[src/rtl/relu_pkg.sv]
// Shared activation-mode encoding for the ReLU activation stream.
package relu_pkg;

    localparam int unsigned MODE_W = 2;

    typedef enum logic [MODE_W-1:0] {
        MODE_BYPASS = 2'd0,
        MODE_RELU   = 2'd1,
        MODE_CLAMP  = 2'd2,
        MODE_LEAKY  = 2'd3
    } mode_e;

endpackage

[src/rtl/relu_lane.sv]
// Single-lane combinational activation: bypass, relu, clamped relu or leaky relu.
module relu_lane
    import relu_pkg::*;
#(
    parameter int unsigned BITWIDTH   = 16,
    parameter int unsigned LEAK_SHIFT = 3,
    parameter int unsigned CLAMP_MAX  = 1536
) (
    input  mode_e                      mode_i,
    input  logic signed [BITWIDTH-1:0] x_i,
    output logic signed [BITWIDTH-1:0] y_c
);

    localparam logic signed [BITWIDTH-1:0] CLAMP_V = $signed(BITWIDTH'(CLAMP_MAX));

    logic is_neg;
    assign is_neg = x_i[BITWIDTH-1];

    always_comb begin
        y_c = x_i;
        case (mode_i)
            MODE_RELU: begin
                if (is_neg) y_c = '0;
            end
            MODE_CLAMP: begin
                if (is_neg) begin
                    y_c = '0;
                end else if (x_i > CLAMP_V) begin
                    y_c = CLAMP_V;
                end
            end
            // Arithmetic shift floors toward minus infinity, so -1 stays -1.
            MODE_LEAKY: begin
                if (is_neg) y_c = x_i >>> LEAK_SHIFT;
            end
            default: y_c = x_i;
        endcase
    end

endmodule

[src/rtl/relu_act_stream.sv]
// Two-stage valid/ready activation pipeline with per-frame mode capture and
// a per-frame count of negative input elements.
module relu_act_stream
    import relu_pkg::*;
#(
    parameter int unsigned BITWIDTH    = 16,
    parameter int unsigned LANES       = 4,
    parameter int unsigned FRAME_BEATS = 49,
    parameter int unsigned LEAK_SHIFT  = 3,
    parameter int unsigned CLAMP_MAX   = 1536
) (
    input  logic                                      clk,
    input  logic                                      rst,
    input  logic [MODE_W-1:0]                         mode,
    input  logic                                      in_valid,
    output logic                                      in_ready,
    input  logic [BITWIDTH*LANES-1:0]                 in_data,
    output logic                                      out_valid,
    input  logic                                      out_ready,
    output logic [BITWIDTH*LANES-1:0]                 out_data,
    output logic                                      out_last,
    output logic [$clog2(FRAME_BEATS*LANES+1)-1:0]    neg_count,
    output logic                                      neg_count_valid
);

    localparam int unsigned DW     = BITWIDTH * LANES;
    localparam int unsigned CNT_W  = (FRAME_BEATS > 1) ? $clog2(FRAME_BEATS) : 1;
    localparam int unsigned NEG_W  = $clog2(FRAME_BEATS * LANES + 1);
    localparam int unsigned LNEG_W = $clog2(LANES + 1);
    localparam logic [CNT_W-1:0] LAST_BEAT = CNT_W'(FRAME_BEATS - 1);

    logic [CNT_W-1:0]  beat_cnt_q, beat_cnt_d;
    mode_e             mode_cap_q, mode_cap_d;
    logic              s1_valid_q, s1_valid_d;
    logic [DW-1:0]     s1_data_q, s1_data_d;
    mode_e             s1_mode_q, s1_mode_d;
    logic              s1_last_q, s1_last_d;
    logic [LNEG_W-1:0] s1_neg_q, s1_neg_d;
    logic              out_valid_q, out_valid_d;
    logic [DW-1:0]     out_data_q, out_data_d;
    logic              out_last_q, out_last_d;
    logic [NEG_W-1:0]  acc_q, acc_d;
    logic [NEG_W-1:0]  neg_count_q, neg_count_d;
    logic              ncv_q, ncv_d;

    logic              en1, en2, in_xfer;
    mode_e             beat_mode;
    logic [LNEG_W-1:0] in_neg;
    logic [DW-1:0]     act_data;

    // Stage 2 advances when empty or draining; stage 1 whenever stage 2 can take it.
    assign en2      = !out_valid_q || out_ready;
    assign en1      = !s1_valid_q || en2;
    assign in_ready = en1;
    assign in_xfer  = in_valid && en1;

    // The first beat of a frame uses the live mode; the rest use the captured one.
    assign beat_mode = (beat_cnt_q == '0) ? mode_e'(mode) : mode_cap_q;

    always_comb begin
        in_neg = '0;
        for (int unsigned n = 0; n < LANES; n++) begin
            in_neg = in_neg + LNEG_W'(in_data[n*BITWIDTH + BITWIDTH - 1]);
        end
    end

    for (genvar g = 0; g < LANES; g++) begin : g_lane
        relu_lane #(
            .BITWIDTH  (BITWIDTH),
            .LEAK_SHIFT(LEAK_SHIFT),
            .CLAMP_MAX (CLAMP_MAX)
        ) u_lane (
            .mode_i(s1_mode_q),
            .x_i   (s1_data_q[g*BITWIDTH +: BITWIDTH]),
            .y_c   (act_data[g*BITWIDTH +: BITWIDTH])
        );
    end

    always_comb begin
        beat_cnt_d  = beat_cnt_q;
        mode_cap_d  = mode_cap_q;
        s1_valid_d  = s1_valid_q;
        s1_data_d   = s1_data_q;
        s1_mode_d   = s1_mode_q;
        s1_last_d   = s1_last_q;
        s1_neg_d    = s1_neg_q;
        out_valid_d = out_valid_q;
        out_data_d  = out_data_q;
        out_last_d  = out_last_q;
        acc_d       = acc_q;
        neg_count_d = neg_count_q;
        ncv_d       = 1'b0;

        if (in_xfer) begin
            beat_cnt_d = (beat_cnt_q == LAST_BEAT) ? '0 : beat_cnt_q + CNT_W'(1);
            if (beat_cnt_q == '0) mode_cap_d = mode_e'(mode);
        end

        if (en1) begin
            s1_valid_d = in_valid;
            if (in_valid) begin
                s1_data_d = in_data;
                s1_mode_d = beat_mode;
                s1_last_d = (beat_cnt_q == LAST_BEAT);
                s1_neg_d  = in_neg;
            end
        end

        // Frame negative count is finalised as the last beat moves into stage 2.
        if (en2) begin
            out_valid_d = s1_valid_q;
            out_last_d  = s1_valid_q && s1_last_q;
            if (s1_valid_q) begin
                out_data_d = act_data;
                if (s1_last_q) begin
                    neg_count_d = acc_q + NEG_W'(s1_neg_q);
                    acc_d       = '0;
                    ncv_d       = 1'b1;
                end else begin
                    acc_d = acc_q + NEG_W'(s1_neg_q);
                end
            end
        end
    end

    always_ff @(posedge clk) begin
        if (rst) begin
            beat_cnt_q  <= '0;
            mode_cap_q  <= MODE_BYPASS;
            s1_valid_q  <= 1'b0;
            s1_data_q   <= '0;
            s1_mode_q   <= MODE_BYPASS;
            s1_last_q   <= 1'b0;
            s1_neg_q    <= '0;
            out_valid_q <= 1'b0;
            out_data_q  <= '0;
            out_last_q  <= 1'b0;
            acc_q       <= '0;
            neg_count_q <= '0;
            ncv_q       <= 1'b0;
        end else begin
            beat_cnt_q  <= beat_cnt_d;
            mode_cap_q  <= mode_cap_d;
            s1_valid_q  <= s1_valid_d;
            s1_data_q   <= s1_data_d;
            s1_mode_q   <= s1_mode_d;
            s1_last_q   <= s1_last_d;
            s1_neg_q    <= s1_neg_d;
            out_valid_q <= out_valid_d;
            out_data_q  <= out_data_d;
            out_last_q  <= out_last_d;
            acc_q       <= acc_d;
            neg_count_q <= neg_count_d;
            ncv_q       <= ncv_d;
        end
    end

    assign out_valid       = out_valid_q;
    assign out_data        = out_data_q;
    assign out_last        = out_last_q;
    assign neg_count       = neg_count_q;
    assign neg_count_valid = ncv_q;

endmodule
[config.mk]
export PLATFORM = sky130hd
export DESIGN_NAME = relu_act_stream
export DESIGN_NICKNAME = d
export VERILOG_FILES = /design/src/rtl/relu_pkg.sv /design/src/rtl/relu_lane.sv /design/src/rtl/relu_act_stream.sv
export SDC_FILE = /design/constraint.sdc
export NUM_CORES = 1
export LEC_CHECK = 0
export BUFFER_PORTS_ARGS = -buffer_cell sky130_fd_sc_hd__buf_2
export CAP_MARGIN = 20
export CORE_ASPECT_RATIO = 1.25
export CORE_UTILIZATION = 35
export DETAILED_ROUTE_END_ITERATION = 10
export PLACE_DENSITY = 0.59
export SETUP_SLACK_MARGIN = 0.4
export SLEW_MARGIN = 20
export SYNTH_ARGS = -nofsm -noshare
export SYNTH_HDL_FRONTEND = slang
export SYNTH_SLANG_ARGS = --single-unit
[constraint.sdc]
create_clock -name clk -period 2.3 [get_ports clk]
set_clock_uncertainty 0.2 [all_clocks]
set_input_delay 0.115 -clock clk [delete_from_list [all_inputs] [get_ports clk]]
set_output_delay 0.115 -clock clk [all_outputs]
set_load 0.05 [all_outputs]
==> results of run 1 <==
repair_timing:
item / in CTS / in global routing
pin swaps: 3 / 22
endpoints found under the setup margin: 49 / 53
resized for setup: 11 / 34
setup buffers: 1 / 2
gates cloned: 1 / 1
endpoints found under the hold margin: 92 / 0
hold buffers: 70 / 0
stage by stage:
step / setup WS (ps) / instance area [µm²] / power, mW
floorplan: 427 / 6720 / 3.54
CTS: 386 / 9120 / 6.74
global placement: 214 / 7770 / 3.81
global route: 369 / 9240 / 6.98
finish: 439 / 9240 / 6.69
detailed placement: 114 / 7770 / 3.81
synth_stat cells (2+ instances only):
| cell | n | share of area |
|---|---|---|
| dfxtp_1 | 160 | 0.48 |
| a31o_2 | 4 | 0.0052 |
| mux2i_1 | 44 | 0.066 |
| or4_1 | 3 | 0.0034 |
| o21ai_0 | 38 | 0.028 |
| fa_1 | 2 | 0.0060 |
| o31ai_1 | 8 | 0.0090 |
| nand2_1 | 196 | 0.11 |
| and3_1 | 3 | 0.0028 |
| nand3_1 | 9 | 0.0067 |
| o21a_1 | 2 | 0.0022 |
| nand4_1 | 3 | 0.0028 |
| xnor2_1 | 5 | 0.0065 |
| a21oi_1 | 89 | 0.066 |
| a211oi_1 | 14 | 0.016 |
| buf_2 | 8 | 0.0060 |
| nand2b_1 | 4 | 0.0037 |
| ha_1 | 7 | 0.013 |
| nor2b_1 | 3 | 0.0028 |
| a221oi_1 | 6 | 0.0078 |
| a31oi_1 | 4 | 0.0037 |
| nor2_1 | 54 | 0.030 |
| o21ai_1 | 3 | 0.0022 |
| xor2_1 | 6 | 0.0078 |
| nor3_1 | 13 | 0.0097 |
| buf_1 | 7 | 0.0039 |
| o31ai_2 | 9 | 0.017 |
| a32oi_1 | 2 | 0.0026 |
| a22oi_1 | 8 | 0.0090 |
| inv_1 | 11 | 0.0062 |
| a21o_1 | 3 | 0.0034 |
| clkbuf_1 | 37 | 0.021 |
| nor4_1 | 5 | 0.0047 |
| nand3b_1 | 20 | 0.022 |
metal layers:
| metal | part of all wire | up-vias | track usage |
|---|---|---|---|
| li1 | - | 3192 | - |
| met1 | 0.46 | 2936 | 0.233 |
| met2 | 0.50 | 117 | 0.335 |
| met3 | 0.034 | 13 | 0.0441 |
| met4 | 0.011 | 0 | 0.0579 |
| met5 | 0 | - | 0 |
power by group through the flow:
stage,sequential (mW),clock [mW],combinational [mW]
detailed placement,3.05,0,0.760
global placement,3.05,0,0.755
floorplan,3.15,0,0.396
global route,3.01,3.01,0.960
CTS,2.99,2.89,0.867
finish,2.99,2.82,0.880
kinds of logic after synthesis:
family / count (synthesis) / share of synthesized area
buffers and inverters: 65 / 0.0392
XOR/XNOR: 11 / 0.0144
AND/OR/NAND/NOR: 319 / 0.206
adder cells (fa/ha/maj): 9 / 0.0190
AO/OA/AOI/OAI: 193 / 0.178
flip-flops: 160 / 0.478
multiplexers: 44 / 0.0657
area by class of cell:
type                    count  area (µm²)
clock buffers              22         484
well taps                 232         290
flip-flops and latches    160        3210
multi-input cells         578        3420
inverters                  11        41.3
clock inverters            10         109
fillers                  1876        9540
repair buffers            245        1690
path summary, 6_finish.rpt:
path / end / slack (ps) / cells after the start
max: out_data[49]$_SDFFE_PP0P_ / 440 / 4
min: s1_data_q[31]$_SDFFE_PP0P_ / -10 / 4
max reg2reg: out_data[49]$_SDFFE_PP0P_ / 440 / 4
min reg2reg: out_data[3]$_SDFFE_PP0P_ / 240 / 2
sequential cells by signal, indices dropped and copies added (netlist names), 2 cells and up:
register,cells
neg_count,8
s1_data_q,64
beat_cnt_q,6
acc_q,8
mode_cap_q,2
out_data,64
s1_neg_q,3
cell usage in the layout (no fill, tap or decap), types with 6 or more instances in the layout:
| cell type | count |
|---|---|
| o31ai_1 | 8 |
| o21ai_1 | 10 |
| dlygate4sd3_1 | 68 |
| buf_4 | 28 |
| a22oi_1 | 8 |
| dfxtp_2 | 6 |
| mux2i_1 | 44 |
| o31ai_2 | 7 |
| nor2_1 | 53 |
| xor2_1 | 6 |
| o21ai_0 | 30 |
| a211oi_1 | 14 |
| inv_1 | 10 |
| nor3_1 | 10 |
| dfxtp_1 | 154 |
| clkbuf_16 | 17 |
| a221oi_1 | 6 |
| nand3_1 | 8 |
| nand3b_1 | 20 |
| nand2_1 | 193 |
| buf_2 | 144 |
| a21oi_1 | 85 |
worst register-to-register path, stage by stage (launching register included):
cell,delay [ps]
dfxtp_2,340
or4_4,550
a22o_4,300
a21o_4,220
o31ai_2,170
==> results.yml, run 1 <==
floorplan:
  die_w_um: 126
  ios: 146
  die_area_um2: 19700
  num_rows: 56
  core-area_um2: 18800
  start_util: 0.357
  die_y_um: 157
detailed_routing:
  wirelength_mm: 18.8
  route.detailed.drc: 0
  ant_nets: 0
  wl_per_cell_um: 14.9
  vias: 6258
  routed_via_density: 4.97
  drtIter0Drc: 240
  firstDrtPassIters: 5
setup_path:
  worstPathArrival_ps: 2000
  path_class: "flip-flop to flip-flop"
  crit_chain: "or4_4 > a22o_4 > a21o_4 > o31ai_2"
  cp_slowest_cell: "or4_4"
  critPathBufInv: 0
  critPathCaptureType: "flip-flop"
  crit-reg2reg-launch: "s1_data_q[62]$_SDFFE_PP0P_"
  required_ps: 2440
  cpPeakStageDelay_ps: 550
  cpLargestDelayFamily: "compound AO/OA/AOI/OAI gates"
  cp-start-kind: "flip-flop"
  crit_start: "s1_data_q[62]$_SDFFE_PP0P_"
  path_max_fanout: 5
power:
  p_int_mw: 4.95
  irDropWorstVdd_mv: 0.536
  p_leak_nw: 3.94
  p_per_area_nw_per_um2: 724
  seqPwrFrac: 0.448
  p_clk_frac: 0.421
  p_comb_frac: 0.132
  switching_share: 0.259
  power_switching_mw: 1.74
synth:
  synthArstFlopShare: 0
  syn_inst: 801
  syn_nets: 880
  avgSynthCellArea_um2: 8.37
  ys_ff_latch: 160
  yosysWarnings: 0
  netlist_area_um2: 6710
  synth_ff_type: "dfxtp_1"
  synth_edf_count: 0
  netlist-cell-type-count: 45
  yosysSeqAreaShare: 0.478
clocking:
  cts_buffers: 17
  cts.sinks: 160
  htree_levels: 4
  tritoncts: "done"
  clk_latency_ps: 420
  clockBufferDepth: 2
  cts.clk_slew.worst_paths_ps: 60
  cts.root.buffer_cell: "clkbuf_16"
timing:
  holdWs_ps: -12.8
  tns_ps: 0
  worst_pin_slew_ps: 541
  layout_worst_path_cycle_share: 0.809
  setup_violations: 0
  hold_violations: 1
  rsz0062_at_grt: "yes"
  min_period_ps: 1860
  relSlewSlack: 0.639
  max_freq_mhz: 537
  finalMaxSlewViolations: 0
grt:
  antenna_found_initial: 0
  grt_overflow: 0
  grt_pass1_wl_mm: 29.8
  grt_pass1_vias: 5995
  grt_usage: 0.191
  grt_start_max_net_pins: 87
place:
  io_buffers: 145
  dpl.cell_count: 1151
  dp_hpwl_mm: 12.8
  gp_congestion: 0.789
cells_and_area:
  drive_above_1_share: 0.250
  final_nets: 1092
  fin_cells: 1258
  syn_to_final_growth_pct: 37.8
  n_antenna_cell: 0
  post-route-util: 0.492
worst_hold_path:
  min-delay-start: "in_data[31]"
  hold_class: "primary input to flip-flop"
job:
  maxCapViolations: 0
outcome:
  violations: "hold timing"
  status: "complete, but fails checks"
Power figures use the tool's default switching activity.
==> run 2: changes to the inputs <==
--- a/config.mk
+++ b/config.mk
@@ -10,7 +10,7 @@
 export CORE_ASPECT_RATIO = 1.25
 export CORE_UTILIZATION = 35
 export DETAILED_ROUTE_END_ITERATION = 10
-export PLACE_DENSITY = 0.59
+export PLACE_DENSITY = 0.62
 export SETUP_SLACK_MARGIN = 0.4
 export SLEW_MARGIN = 20
 export SYNTH_ARGS = -nofsm -noshare
==> constraint.sdc (replaced) <==
create_clock -name clk -period 1.5 [get_ports clk]
set_clock_uncertainty 0.2 [all_clocks]
set_input_delay 0.075 -clock clk [delete_from_list [all_inputs] [get_ports clk]]
set_output_delay 0.075 -clock clk [all_outputs]
set_load 0.05 [all_outputs]
==> results.yml, run 2 (synthesized netlist as in run 1, its figures left out) <==
floorplan:
  start_util: 0.357
  die_y_um: 157
  num_rows: 56
  ios: 146
  die_area_um2: 19700
  die_w_um: 126
  core-area_um2: 18800
clocking:
  clockBufferDepth: 2
  tritoncts: "done"
  cts.clk_slew.worst_paths_ps: 60
  ctsHoldBuffers: 67
  htree_levels: 4
  cts.sinks: 160
  clk_latency_ps: 430
  cts.root.buffer_cell: "clkbuf_16"
  cts_buffers: 17
timing:
  worst_pin_slew_ps: 502
  holdWs_ps: -142
  finalMaxSlewViolations: 0
  min_period_ps: 1930
  rsz0062_at_grt: "yes"
  layout_setup_ws_ps: -427
  tns_ps: -29710
  setup_violations: 149
  layout_worst_path_cycle_share: 1.28
  hold_violations: 14
  max_freq_mhz: 519
  relSlewSlack: 0.664
cells_and_area:
  mostFrequentLayoutCells: "131 x buf_4, 102 x nand2_1, 87 x dfxtp_2"
  layout_commonest_cell: "buf_4"
  syn_to_final_growth_pct: 103
  final_nets: 1273
  drive_above_1_share: 0.625
detailed_routing:
  routed.top_layer: "met4"
  wl_per_cell_um: 19.1
  wirelength_mm: 27.4
  routed_via_density: 5.31
  route.detailed.drc: 0
  dr_wl_met3_mm: 1.11
  wl_met2_mm: 14.4
  vias: 7624
  firstDrtPassIters: 5
  wl_met1_mm: 10.6
  drtIter0Drc: 409
  ant_nets: 0
place:
  io_buffers: 145
  dp_hpwl_mm: 14.2
  post-place-ws_ps: -464
  gp_congestion: 0.818
setup_path:
  path_max_fanout: 3
  cpPeakStageDelay_ps: 420
  crit_start: "s1_neg_q[0]$_SDFFE_PP0P_"
  worstPathArrival_ps: 2030
  crit_chain: "ha_4 > fa_2 > a21oi_4 > nor2b_4 > nand3_2 > mux2i_1 > o31ai_1"
  crit-reg2reg-launch: "s1_neg_q[0]$_SDFFE_PP0P_"
  cp-start-kind: "flip-flop"
  critPathBufInv: 0
  critPathCaptureType: "flip-flop"
  path_class: "flip-flop to flip-flop"
  cp_slowest_cell: "fa_2"
  cpLargestDelayFamily: "adder cells"
  required_ps: 1610
power:
  irDropWorstVdd_mv: 0.731
  finalPower_mw: 11.6
  seqPwrFrac: 0.398
  switching_share: 0.285
  power_switching_mw: 3.30
  p_comb_frac: 0.236
  p_clk_frac: 0.366
  p_per_area_nw_per_um2: 847
  p_leak_nw: 5.85
  p_int_mw: 8.26
worst_hold_path:
  min-delay-start: "rst"
  hold_class: "primary input to flip-flop"
outcome:
  violations: "hold timing, setup timing"
  status: "complete, but fails checks"
grt:
  grt_start_max_net_pins: 34
  grt_pass1_vias: 7346
  antenna_found_initial: 1
  grt_overflow: 0
  grt_usage: 0.246
  grt_pass1_wl_mm: 37.6
job:
  maxCapViolations: 0
==> run 2: changes by cell type in the layout (fill, tap and decap cells not counted), moves of 68 or more <==
cell / change
buf_2: -76
buf_4: +103
buf_8: +73
a21oi_1: -68
dfxtp_1: -87
nand2_1: -91
dfxtp_2: +81
==> run 2: path summary, 6_finish.rpt <==
check / endpoint / slack [ps] / cells after the start
max reg2reg: acc_q[6]$_SDFFE_PP0P_ / -430 / 7
min: mode_cap_q[0]$_SDFFE_PP0P_ / -140 / 2
min reg2reg: out_data[0]$_SDFFE_PP0P_ / 250 / 2
max: acc_q[6]$_SDFFE_PP0P_ / -430 / 7
==> run 2: per-stage QoR <==
step	area [µm²]	hold WS, ps	utilization	cells
2_1_floorplan	7270	7.93	-	801
3_3_place_gp	9120	122	0.486	1266
3_5_place_dp	9120	122	0.486	1266
4_1_cts	12500	-164	0.668	1415
5_1_grt	13600	-118	0.726	1437
6_report	13600	-142	0.726	1437
==> run 2: power groups by stage <==
stage	sequential, mW	clock [mW]	combinational (mW)
finish	4.60	4.23	2.73
global route	4.62	4.46	2.85
CTS	4.58	4.24	2.36
detailed placement	4.63	0	1.61
global placement	4.63	0	1.60
floorplan	4.84	0	0.772
==> run 2: what timing repair did <==
action                                 CTS  global route
pin swaps                              103            87
gates resized for setup                434           252
setup endpoints to repair              235           236
endpoints found under the hold margin   77            14
buffers inserted                        37            19
cloned                                  16             2
==> run 2: area by class of cell <==
cell class	count	area, µm²
Inverter	11	41.3
Sequential cell	160	3330
Clock inverter	9	113
Clock buffer	20	447
Antenna cell	1	2.50
Timing Repair Buffer	426	4550
Fill cell	1136	5140
Multi-Input combinational cell	578	4860
Tap cell	232	290
==> run 2: metal layers <==
metal / vias up / track usage
met5: - / 0
met4: 0 / 0.119
met3: 80 / 0.0451
met2: 255 / 0.448
met1: 3714 / 0.277
li1: 3575 / -
==> run 3: changes to the inputs <==
--- a/config.mk
+++ b/config.mk
@@ -11,6 +11,7 @@
 export CORE_UTILIZATION = 35
 export DETAILED_ROUTE_END_ITERATION = 10
 export PLACE_DENSITY = 0.62
+export REMOVE_ABC_BUFFERS = 1
 export SETUP_SLACK_MARGIN = 0.4
 export SLEW_MARGIN = 20
 export SYNTH_ARGS = -nofsm -noshare
==> constraint.sdc (replaced) <==
create_clock -name clk -period 1.5 [get_ports clk]
set_clock_uncertainty 0.2 [all_clocks]
set_input_delay 0.3 -clock clk [delete_from_list [all_inputs] [get_ports clk]]
set_output_delay 0.3 -clock clk [all_outputs]
set_load 0.05 [all_outputs]
==> results.yml, run 3 (synthesized netlist as in run 1, its figures left out) <==
clocking:
  htree_levels: 4
  tritoncts: "done"
  cts_buffers: 17
  clockBufferDepth: 2
  cts.sinks: 160
  clk_latency_ps: 440
  cts.root.buffer_cell: "clkbuf_16"
  cts.clk_slew.worst_paths_ps: 70
floorplan:
  core-area_um2: 18800
  die_area_um2: 19700
  ios: 146
  start_util: 0.357
  die_y_um: 157
  num_rows: 56
  die_w_um: 126
detailed_routing:
  wl_per_cell_um: 21.3
  routed_via_density: 5.52
  vias: 8041
  firstDrtPassIters: 5
  drtIter0Drc: 482
  ant_nets: 0
  route.detailed.drc: 0
  wirelength_mm: 31.1
grt:
  antenna_found_initial: 1
  grt_pass1_vias: 7737
  grt_start_max_net_pins: 26
  grt_overflow: 0
  grt_usage: 0.266
  grt_pass1_wl_mm: 40.4
timing:
  layout_worst_path_cycle_share: 1.29
  relSlewSlack: 0.742
  finalMaxSlewViolations: 0
  setup_violations: 159
  hold_violations: 0
  worst_pin_slew_ps: 387
  rsz0062_at_grt: "yes"
  layout_setup_ws_ps: -439
  min_period_ps: 1940
  tns_ps: -38770
  max_freq_mhz: 516
setup_path:
  required_ps: 1610
  r2r_end: "acc_q[2]$_SDFFE_PP0P_"
  worstPathArrival_ps: 2050
  regToRegSetupSlack_ps: -440
  cpPeakStageDelay_ps: 370
  crit_start: "s1_neg_q[0]$_SDFFE_PP0P_"
  crit_end: "acc_q[2]$_SDFFE_PP0P_"
  critPathCaptureType: "flip-flop"
  path_class: "flip-flop to flip-flop"
  cp-start-kind: "flip-flop"
  crit-reg2reg-launch: "s1_neg_q[0]$_SDFFE_PP0P_"
  path_depth: 8
  critPathBufInv: 2
  crit_chain: "ha_4 > fa_2 > buf_4 > buf_6 > xnor2_4 > nor3_2 > a21oi_1 > nor2_1"
  r2r_cells: 8
  cp_slowest_cell: "fa_2"
  cpLargestDelayFamily: "adder cells"
  path_max_fanout: 2
job:
  maxCapViolations: 0
cells_and_area:
  final_nets: 1290
  layout_commonest_cell: "buf_4"
  syn_to_final_growth_pct: 108
  fillers: 1110
  drive_above_1_share: 0.637
  mostFrequentLayoutCells: "135 x buf_4, 104 x nand2_1, 78 x dfxtp_2, 78 x buf_8, 70 x dfxtp_1"
place:
  gp_congestion: 0.796
  dp_hpwl_mm: 14.1
  io_buffers: 145
worst_hold_path:
  hold_class: "primary input to flip-flop"
power:
  finalPower_mw: 12.1
  p_leak_nw: 5.93
  p_per_area_nw_per_um2: 869
  irDropWorstVdd_mv: 0.754
outcome:
  violations: "setup timing"
  status: "complete, but fails checks"
-- run 3: report_power, final --
group / switching, mW / internal (mW)
combinational: 1.45 / 1.40
clock: 1.89 / 2.77
sequential: 0.175 / 4.43
-- run 3: worst min path at each step --
stage | start | to | cells after the start
after floorplan | rst | acc_q[0]$_SDFFE_PP0P_ | 1
after global placement | out_data[0]$_SDFFE_PP0P_ | out_data[0]$_SDFFE_PP0P_ | 2
after detailed placement | out_data[36]$_SDFFE_PP0P_ | out_data[36]$_SDFFE_PP0P_ | 2
after CTS | in_valid | s1_valid_q$_SDFFE_PP0N_ | 3
after global routing | in_valid | s1_valid_q$_SDFFE_PP0N_ | 3
final | in_valid | s1_valid_q$_SDFFE_PP0N_ | 3
-- run 3: metal layers --
layer  vias up  GRT usage  part of all wire
met4         0      0.130             0.063
met2       414      0.492              0.52
met1      3873      0.296              0.36
met5         -          0                 0
li1       3594          -                 -
met3       160     0.0434             0.060
-- run 3: stage by stage --
step	setup WS, ps	utilization	area (µm²)	std cells	hold slack (ps)
after global placement	-448	0.465	8730	1266	236
final	-439	0.742	13900	1458	37.8
after floorplan	-3010	-	6480	747	169
after detailed placement	-495	0.465	8730	1266	239
after global routing	-441	0.742	13900	1457	36.3
after CTS	-342	0.678	12700	1429	25.0
-- run 3: area by class of cell --
type / instances / area [µm²] / area share
Tap cell: 232 / 290 / 0.0208
Antenna cell: 2 / 5.00 / 0.000359
Sequential cell: 160 / 3350 / 0.240
Clock buffer: 21 / 470 / 0.0338
Timing Repair Buffer: 444 / 4780 / 0.343
Multi-Input combinational cell: 577 / 4840 / 0.347
Clock inverter: 11 / 154 / 0.0110
Inverter: 11 / 41.3 / 0.00296
-- run 3: timing repair --
action	in CTS	in global routing
pin swaps	150	127
buffers inserted	47	23
resized for setup	597	233
endpoints found under the setup margin	236	236
hold endpoints to repair	65	0
gates cloned	19	4
hold buffers	65	0
-- run 3: tightest hold or removal path, stage by stage --
cell and delay [ps]:
buf_2 140, inv_1 130, a21oi_2 70
